$ cat src/rtl/out_uart_tx.sv
// OUT-instruction serial stage: a small word FIFO feeding an 8N1 transmitter.
// Each 16-bit word is sent as two bytes, high byte first.
module out_uart_tx #(
  parameter int CLKS_PER_BIT    = 104,
  parameter int FIFO_ADDR_WIDTH = 2
) (
  input  logic        i_clk,
  input  logic        i_reset,
  input  logic        i_load,
  input  logic [15:0] i_data,
  output logic        o_full,
  output logic        o_busy,
  output logic        o_overflow,
  output logic        o_tx
);

  localparam int                       DEPTH     = 1 << FIFO_ADDR_WIDTH;
  localparam logic [FIFO_ADDR_WIDTH:0] DEPTH_C   = (FIFO_ADDR_WIDTH + 1)'(DEPTH);
  localparam logic [15:0]              LAST_TICK = 16'(CLKS_PER_BIT - 1);

  typedef enum logic [1:0] {IDLE, START, DATA, STOP} state_t;

  logic [15:0]                r_mem [DEPTH];
  logic [FIFO_ADDR_WIDTH-1:0] r_wr_ptr;
  logic [FIFO_ADDR_WIDTH-1:0] r_rd_ptr;
  logic [FIFO_ADDR_WIDTH:0]   r_count;
  logic                       r_overflow;

  state_t      r_state,   w_state_nx;
  logic [15:0] r_timer,   w_timer_nx;
  logic [15:0] r_shift,   w_shift_nx;
  logic [2:0]  r_bit_idx, w_bit_idx_nx;
  logic        r_byte_hi, w_byte_hi_nx;
  logic        r_tx,      w_tx_nx;

  logic        w_full;
  logic        w_push;
  logic        w_pop;
  logic        w_tick;
  logic [7:0]  w_byte;

  assign w_full = (r_count == DEPTH_C);
  assign w_push = i_load && !w_full;
  assign w_pop  = (r_state == IDLE) && (r_count != '0);
  assign w_tick = (r_timer == LAST_TICK);
  assign w_byte = r_byte_hi ? r_shift[15:8] : r_shift[7:0];

  // NOTE: storage array has no reset; validity is tracked by pointers/count alone.
  always_ff @(posedge i_clk) begin
    if (w_push) r_mem[r_wr_ptr] <= i_data;
  end

  // NOTE: sequential state uses <= so every register samples pre-edge values.
  always_ff @(posedge i_clk) begin
    if (i_reset) begin
      r_wr_ptr   <= '0;
      r_rd_ptr   <= '0;
      r_count    <= '0;
      r_overflow <= 1'b0;
    end else begin
      if (w_push) r_wr_ptr <= r_wr_ptr + 1'b1;
      if (w_pop)  r_rd_ptr <= r_rd_ptr + 1'b1;
      case ({w_push, w_pop})
        2'b10:   r_count <= r_count + 1'b1;
        2'b01:   r_count <= r_count - 1'b1;
        default: r_count <= r_count;
      endcase
      // A write against a full FIFO is dropped even if a pop frees a slot this edge.
      if (i_load && w_full) r_overflow <= 1'b1;
    end
  end

  always_ff @(posedge i_clk) begin
    if (i_reset) begin
      r_state   <= IDLE;
      r_timer   <= '0;
      r_shift   <= '0;
      r_bit_idx <= '0;
      r_byte_hi <= 1'b0;
      r_tx      <= 1'b1;
    end else begin
      r_state   <= w_state_nx;
      r_timer   <= w_timer_nx;
      r_shift   <= w_shift_nx;
      r_bit_idx <= w_bit_idx_nx;
      r_byte_hi <= w_byte_hi_nx;
      r_tx      <= w_tx_nx;
    end
  end

  always_comb begin
    // NOTE: every output of this block gets a default first, so no latches form.
    w_state_nx   = r_state;
    w_timer_nx   = r_timer + 16'd1;
    w_shift_nx   = r_shift;
    w_bit_idx_nx = r_bit_idx;
    w_byte_hi_nx = r_byte_hi;
    w_tx_nx      = r_tx;
    case (r_state)
      IDLE: begin
        w_timer_nx = '0;
        w_tx_nx    = 1'b1;
        if (w_pop) begin
          w_shift_nx   = r_mem[r_rd_ptr];
          w_byte_hi_nx = 1'b1;
          w_state_nx   = START;
          w_tx_nx      = 1'b0;
        end
      end
      START: begin
        if (w_tick) begin
          w_timer_nx   = '0;
          w_bit_idx_nx = '0;
          w_state_nx   = DATA;
          w_tx_nx      = w_byte[0];
        end
      end
      DATA: begin
        if (w_tick) begin
          w_timer_nx = '0;
          if (r_bit_idx == 3'd7) begin
            w_state_nx = STOP;
            w_tx_nx    = 1'b1;
          end else begin
            w_bit_idx_nx = r_bit_idx + 3'd1;
            w_tx_nx      = w_byte[r_bit_idx + 3'd1];
          end
        end
      end
      STOP: begin
        if (w_tick) begin
          w_timer_nx = '0;
          if (r_byte_hi) begin
            // Low byte follows immediately with no idle gap.
            w_byte_hi_nx = 1'b0;
            w_state_nx   = START;
            w_tx_nx      = 1'b0;
          end else begin
            w_state_nx = IDLE;
            w_tx_nx    = 1'b1;
          end
        end
      end
      default: begin
        w_state_nx = IDLE;
        w_tx_nx    = 1'b1;
      end
    endcase
  end

  assign o_full     = w_full;
  assign o_busy     = (r_count != '0) || (r_state != IDLE);
  assign o_overflow = r_overflow;
  assign o_tx       = r_tx;

endmodule

$ cat config.mk
export PLATFORM = sky130hd
export DESIGN_NAME = out_uart_tx
export DESIGN_NICKNAME = d
export VERILOG_FILES = /design/src/rtl/out_uart_tx.sv
export SDC_FILE = /design/constraint.sdc
export NUM_CORES = 1
export LEC_CHECK = 0
export CAP_MARGIN = 10
export CORE_AREA = 2 2 89 91
export CTS_CLUSTER_SIZE = 14
export DETAILED_ROUTE_END_ITERATION = 12
export DIE_AREA = 0 0 91 93
export DONT_BUFFER_PORTS = 1
export PLACE_DENSITY = 0.9
export SLEW_MARGIN = 15
export SYNTH_ARGS = -nofsm -noshare
export SYNTH_HDL_FRONTEND = slang
export SYNTH_SLANG_ARGS = --single-unit
$ cat constraint.sdc
create_clock -name i_clk -period 3.2 [get_ports i_clk]
set_input_delay 0.48 -clock i_clk [delete_from_list [all_inputs] [get_ports i_clk]]
set_output_delay 0.48 -clock i_clk [all_outputs]
set_load 0.01 [all_outputs]
==> After elaboration in Yosys (flattened, before gate mapping) <==
Memory sizes are Yosys's and may differ from the RTL's. A register that Yosys moved wholly into a read port is not among the register bits.
Index checks and enable logic that the tools add are counted.
W data, S select, Z words.
{ "op_classes": {"muxes": 29, "order_cmp": 1, "add_sub_neg": 6, "eq_ne": 14, "reduce_logical": 17} }
{ "ops": {"columns": ["operator", "count"], "rows": [
  ["$pmux W16 S2", 1],
  ["$add A16 B1 Y16 const B", 1],
  ["$eq A16 B7 Y1 const B", 1],
  ["$mux W16", 1],
  ["$mux W1", 12],
  ["$ne A2 B2 Y1 const B", 6],
  ["$pmux W3 S2", 2],
  ["$mux W2", 5],
  ["$mux W3", 3],
  ["$mux W8", 1],
  ["$pmux W2 S4", 1],
  ["$reduce_bool A2 Y1", 4],
  ["$add A3 B1 Y3 const B", 2],
  ["$eq A2 B2 Y1 const B", 3],
  ["$eq A3 B3 Y1 const B", 2],
  ["$reduce_and A3 Y1", 2],
  ["$reduce_and A5 Y1", 1],
  ["$add A2 B1 Y2 const B", 2],
  ["$eq A2 B1 Y1 const B", 2],
  ["$lt A3 B4 Y1 const B", 1],
  ["$pmux W1 S4", 1],
  ["$reduce_and A4 Y1", 1],
  ["$bmux W1 S3", 1],
  ["$logic_and A1 B1 Y1", 3],
  ["8 further kinds", 8]
]} }
{ "totals": {"n_memories": 1, "register_bits": 31, "mem_bits_rw": 64, "word_cells": 77} }
{ "mem_list": {"columns": ["name", "depth", "word_bits", "read_ports", "rd_clocked_by_memory_dff", "wr", "line", "source"], "rows": [
  ["r_mem", 4, 16, 1, 1, 1, "23", "logic [15:0] r_mem [DEPTH];"]
]} }

==> Logic depth before layout (Yosys ltp) <==
Gate-level depths: netlist of the first run.
{ "logic_depth": {"ltp_word": 6, "mapped_depth": 12, "mapped_depth_nobuf": 10} }

==> Worst setup path after synthesis of the first run <==
Ideal clock, no wire load.
{ "synth_path": {"path_type": "reg2reg", "start": "reg r_state[0]", "end": "reg r_count[2]", "path_stages_with_launch": 13, "slack_ns": 0.445, "synth_period_minus_slack_ns": 2.755, "setup_ns": 0.070, "arrival_ns": 2.685, "path_cell_list": "dfxtp_1 -> inv_1 -> ha_1 -> o31ai_2 -> inv_1 -> clkbuf_1 -> buf_1 -> ha_1 -> inv_1 -> fa_1 -> xor2_1 -> or3_1 -> a21oi_1"} }
{ "synth_via": {"elab_chain_cells": 4, "word_cells_on_any_way": 6, "cone_classes": "eq/ne: 2; mux: 1; reduce/logical: 3"} }
{ "synth_rtl": {"columns": ["item", "line", "source"], "rows": [
  ["from (decl)", "29", "state_t r_state, w_state_nx;"],
  ["from (signal assigned)", "82", "r_state <= w_state_nx;"],
  ["$logic_not A2 Y1 *", "44", "assign w_pop = (r_state == IDLE) && (r_count != '0);"],
  ["$logic_and A1 B1 Y1 *", "44", null],
  ["named net w_pop", "38", "logic w_pop;"],
  ["$eq A2 B1 Y1 / $eq A2 B2 Y1 (equally long branches)", "63", "case ({w_push, w_pop})"],
  ["$pmux W3 S2 / $reduce_bool A2 Y1 (equally long branches)", null, null],
  ["to (signal assigned)", "64", "2'b10: r_count <= r_count + 1'b1;"],
  ["to (signal assigned)", "65", "2'b01: r_count <= r_count - 1'b1;"],
  ["to (signal assigned)", "66", "default: r_count <= r_count;"],
  ["to (decl)", "26", "logic [FIFO_ADDR_WIDTH:0] r_count;"]
]} }
The timed path passes the listed nets; every way through them passes the cells marked *.
A chain may end at the register's enable or synchronous reset.

==> Worst setup path after layout of the first run <==
{ "layout_path": {"start": "reg r_state[0]", "end": "out o_busy"} }
{ "layout_via": {"elab_chain_cells": 2} }
{ "layout_rtl": {"columns": ["item", "line", "source"], "rows": [
  ["$reduce_bool A2 Y1", "152", "assign o_busy = (r_count != '0) || (r_state != IDLE);"],
  ["$logic_or A1 B1 Y1", "152", null],
  ["to (decl)", "12", "output logic o_busy,"]
]} }
Every way passes these cells.

==> metrics.yaml, run 1 <==
postSynth.asyncResetShare_pct: 0
synth-warning-count: 0
final_setup_tns_ns: 0
run_status: "finished clean"
number_of_remaining_drc_errors: 0
detailedRoute.firstPassIterationCount: 6
postSynthCellCount: 355
die_y_extent_um: 93
synth.yosys.seq_area_share_pct: 61.75
insertion_delay_to_the_later_sink_of_the_worst_skew_pair_ns: 0.39
fin_nets: 385
clk_pin_slew_worst_paths_ns: 0.11
first_global_vias: 2719
post_cts.resized_instances: 0
antenna-diode-count: 0
r2r_end: "r_count[2]"
timing.critical_path.cells: "inv_1, ha_1, nor4b_1, inv_1"
slowest_stage: "sky130_fd_sc_hd__nor4b_1"
clk_buf_depth: 2
ioPinCount: 23
timing.critical_path.mode_cell: "sky130_fd_sc_hd__inv_1"
timing.critical_path.required_ns: 2.72
critical_path.endpoint: "o_busy"
unrepaired_setup_endpoints_after_global_routing: "false"
worst_ep_arrival_time_ns: 2.04
max_freq_ghz: 0.3970
path_depth: 4
critPathBufInv: 2
finalSetupViolCount: 0
finalClockSkew_ns: 0.01555
tritoncts.num_buffers: 9
routed_wire_length_per_instance_um: 16.47
pre_cts_slack_ns: 0.5704
yosys_register_bits: 111
clock_tree.root_cell: "sky130_fd_sc_hd__clkbuf_8"
total_global_route_track_usage_pct: 19.69
peak_fanout_along_the_critical_path: 7
num-fill-cells: 568
hold_buffers: 0
initial_antenna_violation_count: 0
power.density_nw_per_um2: 744.1
vdd_ir_max_uv: 483.6
max_slew.worst_pin.slew_ns: 0.9320
avgSynthCellArea_sq_um: 13.06
drive_above_1_share_pct: 13.13
post_cts_buffers: 0
endpoint_kind: "primary output"
cts_num_sinks: 111
detailroute.via_count: 2683
placement.io_buffers: 0
viasPerCell: 5.833
setup_ws_ns: 0.6811
area_growth_pct: 5.803
timing.setup.critical_path_class: "flop to primary output"
hold_ws_ns: 0.1499
report.final.hold_viol_count: 0
yosysTopAreaCellShare_pct: 41.46
rows: 32
core-area_sq_um: 7527
maxCapViolCount: 0
timing.final.crit_period_ns: 2.519
post_synth_instance_area_sq_um: 4636
ys_types: 47
layout_worst_path_cycle_share_pct: 78.72
grt_pass1_wl_mm: 12.87
final_slew_viol_count: 0
holdCritPathClass: "input port to flop"
worst_path_dominant_cell_family: "simple AND/OR/NAND/NOR gates"
cts-htree-levels: 3
timing.rr.start: "r_state[0]"
gr-total-overflow: 0
initial_utilization_pct: 61.59
place.detailed.hpwl_mm: 5.149
cts_tree: "built"
grt_max_degree: 33
post-synth-top-area-cell: "sky130_fd_sc_hd__edfxtp_1"
worstSetupStartpoint: "r_state[0]"
drt-initial-drc-count: 176
max-slew-margin-rel_pct: 37.87
edff_count_synth: 64
synth_top_flop_cell: "sky130_fd_sc_hd__edfxtp_1"
detail_route.wirelength_mm: 7.576
globalplace.congestion: 0.8253
floorplan.die_area_sq_um: 8463
r2r_setup_slack_ns: 0.69
max_stage_delay_ns: 0.62
setup.worst_path.start_class: "flop"
timing.reg2reg.worst_path_depth: 10
die_w_um: 91
ys_top_cells_by_area: "sky130_fd_sc_hd__edfxtp_1 41%, sky130_fd_sc_hd__dfxtp_1 20%, sky130_fd_sc_hd__mux4_2 9.7%"
syn-num-nets: 387
p_leak_nw: 1.579
drtAntennaViolNets: 0
==> through the flow <==
step                utilization [%]  area, sq um  power [mW]  std cells
global placement              62.58         4711       2.822        444
floorplan                         -         4636       2.666        355
CTS                           65.04         4896       3.663        460
global route                  65.16         4905       3.867        460
finish                        65.16         4905       3.650        460
detailed placement            62.58         4711       2.882        444
==> cell type report <==
class                   instances  area [sq um]  share of cell area (%)
flip-flops and latches        111          2863                   58.37
clock buffers                  10         127.6                   2.602
inverters                      16         60.06                   1.224
multi-input cells             212          1647                   33.57
well taps                     102         127.6                   2.602
clock inverters                 6         57.56                   1.173
repair buffers                  3         22.52                  0.4592
==> registers in the layout (all words and copies together), names as in the netlist <==
signal,count
r_mem,64
r_shift,16
r_timer,16
r_bit_idx,3
r_count,3
r_rd_ptr,2
r_state,2
r_wr_ptr,2
o_overflow,1
o_tx,1
r_byte_hi,1
==> layer usage <==
metal,GRT usage (%),up-vias,wire (um)
li1,-,1295,-
met1,22.61,1306,3075
met2,33.77,64,3886
met3,7.333,18,430
met4,7.576,0,183
met5,0,-,0
==> power breakdown <==
| group | internal (mW) | switching (mW) | leakage [nW] |
|---|---|---|---|
| clock | 0.303 | 0.491 | 0.0953 |
| combinational | 0.422 | 0.498 | 0.514 |
| sequential | 1.75 | 0.184 | 0.970 |
==> placed cells by master (no fill, tap or decap), types with 2 or more instances in the layout <==
cell                       instances
sky130_fd_sc_hd__inv_8             2
sky130_fd_sc_hd__or2_2             2
sky130_fd_sc_hd__xor2_1            7
sky130_fd_sc_hd__edfxtp_1         64
sky130_fd_sc_hd__dfxtp_1          47
sky130_fd_sc_hd__nand3_1           6
sky130_fd_sc_hd__nand4_1           4
sky130_fd_sc_hd__or4_4             2
sky130_fd_sc_hd__or3_1             7
sky130_fd_sc_hd__mux4_2           20
sky130_fd_sc_hd__and2_1            6
sky130_fd_sc_hd__a21oi_1          29
sky130_fd_sc_hd__nand2_1          43
sky130_fd_sc_hd__nor2_1           22
sky130_fd_sc_hd__clkbuf_8          9
sky130_fd_sc_hd__buf_4             3
sky130_fd_sc_hd__inv_6             2
sky130_fd_sc_hd__o21ai_0          12
sky130_fd_sc_hd__mux2i_1           3
sky130_fd_sc_hd__inv_1            16
sky130_fd_sc_hd__clkinv_4          2
sky130_fd_sc_hd__ha_1             12
sky130_fd_sc_hd__or4_1             3
sky130_fd_sc_hd__nand3b_1          2
sky130_fd_sc_hd__nor3b_1           2
sky130_fd_sc_hd__xnor2_1           6
sky130_fd_sc_hd__a211oi_1          2
sky130_fd_sc_hd__nor3_1            3
==> cell usage after synthesis, types with 3 or more instances <==
cell and count:
sky130_fd_sc_hd__nand3_1 6, sky130_fd_sc_hd__or4_1 3, sky130_fd_sc_hd__dfxtp_1 47, sky130_fd_sc_hd__inv_1 16, sky130_fd_sc_hd__nand2_1 43, sky130_fd_sc_hd__o21ai_0 12, sky130_fd_sc_hd__ha_1 12, sky130_fd_sc_hd__mux2i_1 3
sky130_fd_sc_hd__xnor2_1 6, sky130_fd_sc_hd__edfxtp_1 64, sky130_fd_sc_hd__nor3_1 3, sky130_fd_sc_hd__buf_2 3, sky130_fd_sc_hd__clkbuf_1 9, sky130_fd_sc_hd__mux4_2 20, sky130_fd_sc_hd__a21oi_1 29, sky130_fd_sc_hd__nand4_1 4
sky130_fd_sc_hd__and2_1 6, sky130_fd_sc_hd__xor2_1 7, sky130_fd_sc_hd__nor2_1 22, sky130_fd_sc_hd__or3_1 7
==> worst min path at each step <==
stage | startpoint | end | slack [ns] | cells past startpoint
after floorplan | r_timer[0] | r_timer[0] | 0.43 | 1
after global placement | r_shift[3] | r_shift[3] | 0.44 | 2
after detailed placement | r_shift[15] | r_shift[15] | 0.45 | 2
after CTS | i_reset | r_shift[11] | 0.14 | 1
after global routing | i_reset | r_shift[11] | 0.12 | 1
final | i_reset | r_shift[11] | 0.15 | 1
==> cell families after synthesis <==
group                      synth area share [%]
adders and majority gates                 3.671
xor gates and xnor gates                  2.456
AOI/OAI and AO/OA                         6.694
and+or+nand+nor                           12.15
DFF                                       61.75
buffers and inverters                     2.915
muxes                                     10.36
Power figures use the tool's default switching activity.
==> run 2, diff against run 1 <==
==> constraint.sdc (replaced) <==
create_clock -name i_clk -period 2.61 [get_ports i_clk]
set_input_delay 0.3915 -clock i_clk [delete_from_list [all_inputs] [get_ports i_clk]]
set_output_delay 0.3915 -clock i_clk [all_outputs]
set_load 0.01 [all_outputs]
==> metrics.yaml, run 2 (synthesis gave the netlist of run 1 again) <==
routed_wire_length_per_instance_um: 16.61  # +0.83%
detailroute.via_count: 2763  # +3.0%
timing.critical_path.required_ns: 2.22  # -0.50 ns
grt_pass1_wl_mm: 12.72  # -1.1%
number_of_remaining_drc_errors: 0  # unchanged
max-slew-margin-rel_pct: 45.21  # +7.3 points
post_cts_buffers: 0  # unchanged
holdCritPathClass: "input port to flop"
setup.worst_path.start_class: "flop"
clock_tree.root_cell: "sky130_fd_sc_hd__clkbuf_8"
final_setup_tns_ns: 0  # unchanged
gr-total-overflow: 0  # unchanged
ioPinCount: 23  # unchanged
layout_worst_path_cycle_share_pct: 89.71
timing.final.crit_period_ns: 2.341
finalClockSkew_ns: 0.01521  # -0.0003493 ns
timing.critical_path.cells: "inv_1, ha_1, nor4b_1, inv_1"
slowest_stage: "sky130_fd_sc_hd__nor4b_1"
total_global_route_track_usage_pct: 19.61  # -0.087 points
run_status: "finished clean"
core-area_sq_um: 7527  # unchanged
reg_top3: "r_mem (64), r_shift (16), r_timer (16)"
hold_path_end: "r_shift[11]"
area_growth_pct: 6.991
register_area_sq_um: 2863  # unchanged
power.density_nw_per_um2: 918.1  # +23%
finalSetupViolCount: 0  # unchanged
vdd_ir_max_uv: 592.0  # +22%
report.final.hold_viol_count: 0  # unchanged
initial_utilization_pct: 61.59  # unchanged
cts_tree: "built"
timing.rr.start: "r_state[0]"
multi_input_logic_area_sq_um: 1638  # -0.53%
report.power.total_mw: 4.554  # +25%
die_w_um: 91  # unchanged
max_stage_delay_ns: 0.56  # -0.06 ns
antenna-diode-count: 0  # unchanged
hold_buffers: 0  # unchanged
viasPerCell: 5.942  # +1.9%
placement.io_buffers: 0  # unchanged
unrepaired_setup_endpoints_after_global_routing: "false"
timing.reg2reg.worst_path_depth: 10  # unchanged
rows: 32  # unchanged
worst_ep_arrival_time_ns: 1.95  # -0.09 ns
final_common_cell: "sky130_fd_sc_hd__edfxtp_1"
place.detailed.hpwl_mm: 5.213  # +1.2%
peak_fanout_along_the_critical_path: 7  # unchanged
hold_startpoint: "i_reset"
maxCapViolCount: 0  # unchanged
grt_max_degree: 33  # unchanged
tritoncts.num_buffers: 9  # unchanged
largest_register_ff_count: 64  # unchanged
detail_route.wirelength_mm: 7.722  # +1.9%
die_y_extent_um: 93  # unchanged
r2r_end: "r_count[2]"
clk_pin_slew_worst_paths_ns: 0.12  # about the same
detailedRoute.firstPassIterationCount: 4  # -2
critPathBufInv: 2  # unchanged
max_slew.worst_pin.slew_ns: 0.8207  # -0.1113 ns
num-fill-cells: 542  # -4.6%
hold_path_depth: 1  # unchanged
drtAntennaViolNets: 0  # unchanged
initial_antenna_violation_count: 0  # unchanged
floorplan.die_area_sq_um: 8463  # unchanged
max_flop_register: "r_mem"
globalplace.congestion: 0.8405  # +1.8%
cts-htree-levels: 3  # unchanged
p_leak_nw: 1.610  # +2.0%
most-common-layout-cells: "64 x sky130_fd_sc_hd__edfxtp_1, 47 x sky130_fd_sc_hd__dfxtp_1, 43 x sky130_fd_sc_hd__nand2_1, 29 x sky130_fd_sc_hd__a21oi_1, 22 x sky130_fd_sc_hd__nor2_1"
timing.critical_path.mode_cell: "sky130_fd_sc_hd__inv_1"
cts_num_sinks: 111  # unchanged
insertion_delay_to_the_later_sink_of_the_worst_skew_pair_ns: 0.38  # about the same
final_slew_viol_count: 0  # unchanged
fin_nets: 390  # +1.3%
first_global_vias: 2790  # +2.6%
drt-initial-drc-count: 141  # -20%
clk_buf_depth: 2  # unchanged
worst_path_dominant_cell_family: "simple AND/OR/NAND/NOR gates"
r2r_setup_slack_ns: 0.33  # -0.36 ns
drive_above_1_share_pct: 14.60  # +1.5 points
post_cts.resized_instances: 0  # unchanged
timing.setup.critical_path_class: "flop to primary output"
max_freq_ghz: 0.4271
endpoint_kind: "primary output"
-- run 2: changes by cell type in the layout (fill, tap and decap cells not counted) --
cell / previous run / this run
sky130_fd_sc_hd__clkinvlp_4: 0 / 1
sky130_fd_sc_hd__inv_6: 2 / 1
sky130_fd_sc_hd__inv_12: 0 / 1
sky130_fd_sc_hd__o31ai_4: 1 / 0
sky130_fd_sc_hd__clkinv_4: 2 / 0
sky130_fd_sc_hd__clkinv_8: 0 / 2
sky130_fd_sc_hd__clkbuf_1: 1 / 0
sky130_fd_sc_hd__o31ai_2: 0 / 1
sky130_fd_sc_hd__buf_4: 3 / 8
-- run 2: stage by stage --
step	worst slack, ns	area [sq um]	hold slack (ns)	util [%]	instances
final	0.2686	4960	0.07068	65.89	465
after global routing	0.06722	4960	0.03966	65.89	465
after global placement	0.4816	4748	0.4389	63.08	449
after detailed placement	0.3855	4748	0.4520	63.08	449
after CTS	0.2728	4960	0.05392	65.89	465
after floorplan	0.08519	4638	0.4298	-	355
-- run 2: metal layers --
metal	wire length (um)	global-route usage, %	vias up	part of all wire [%]
li1	-	-	1312	-
met1	3125	22.13	1354	40
met2	3946	34.51	76	51
met3	457	6.849	21	5.9
met4	193	7.323	0	2.5
met5	0	0	-	0
-- run 2: where the power goes --
part	internal, mW	switching (mW)
registers	2.14	0.196
clock network	0.392	0.629
logic	0.536	0.655
total	3.07	1.48
-- run 2: worst max path at each step --
stage | startpoint | endpoint | slack, ns | depth (start not counted)
finish | r_state[0] | o_busy | 0.27 | 4
global route | r_state[1] | o_busy | 0.07 | 4
CTS | r_state[0] | o_busy | 0.27 | 4
detailed placement | r_state[0] | r_count[2] | 0.39 | 10
global placement | r_count[2] | r_count[2] | 0.48 | 9
floorplan | r_state[0] | r_count[2] | 0.09 | 12
-- run 2: final cells by class --
class | instances | area share (%)
Sequential cell | 111 | 57.72
Multi-Input combinational cell | 212 | 33.02
Tap cell | 102 | 2.573
Clock buffer | 9 | 2.497
Clock inverter | 7 | 1.766
Timing Repair Buffer | 8 | 1.211
Inverter | 16 | 1.211
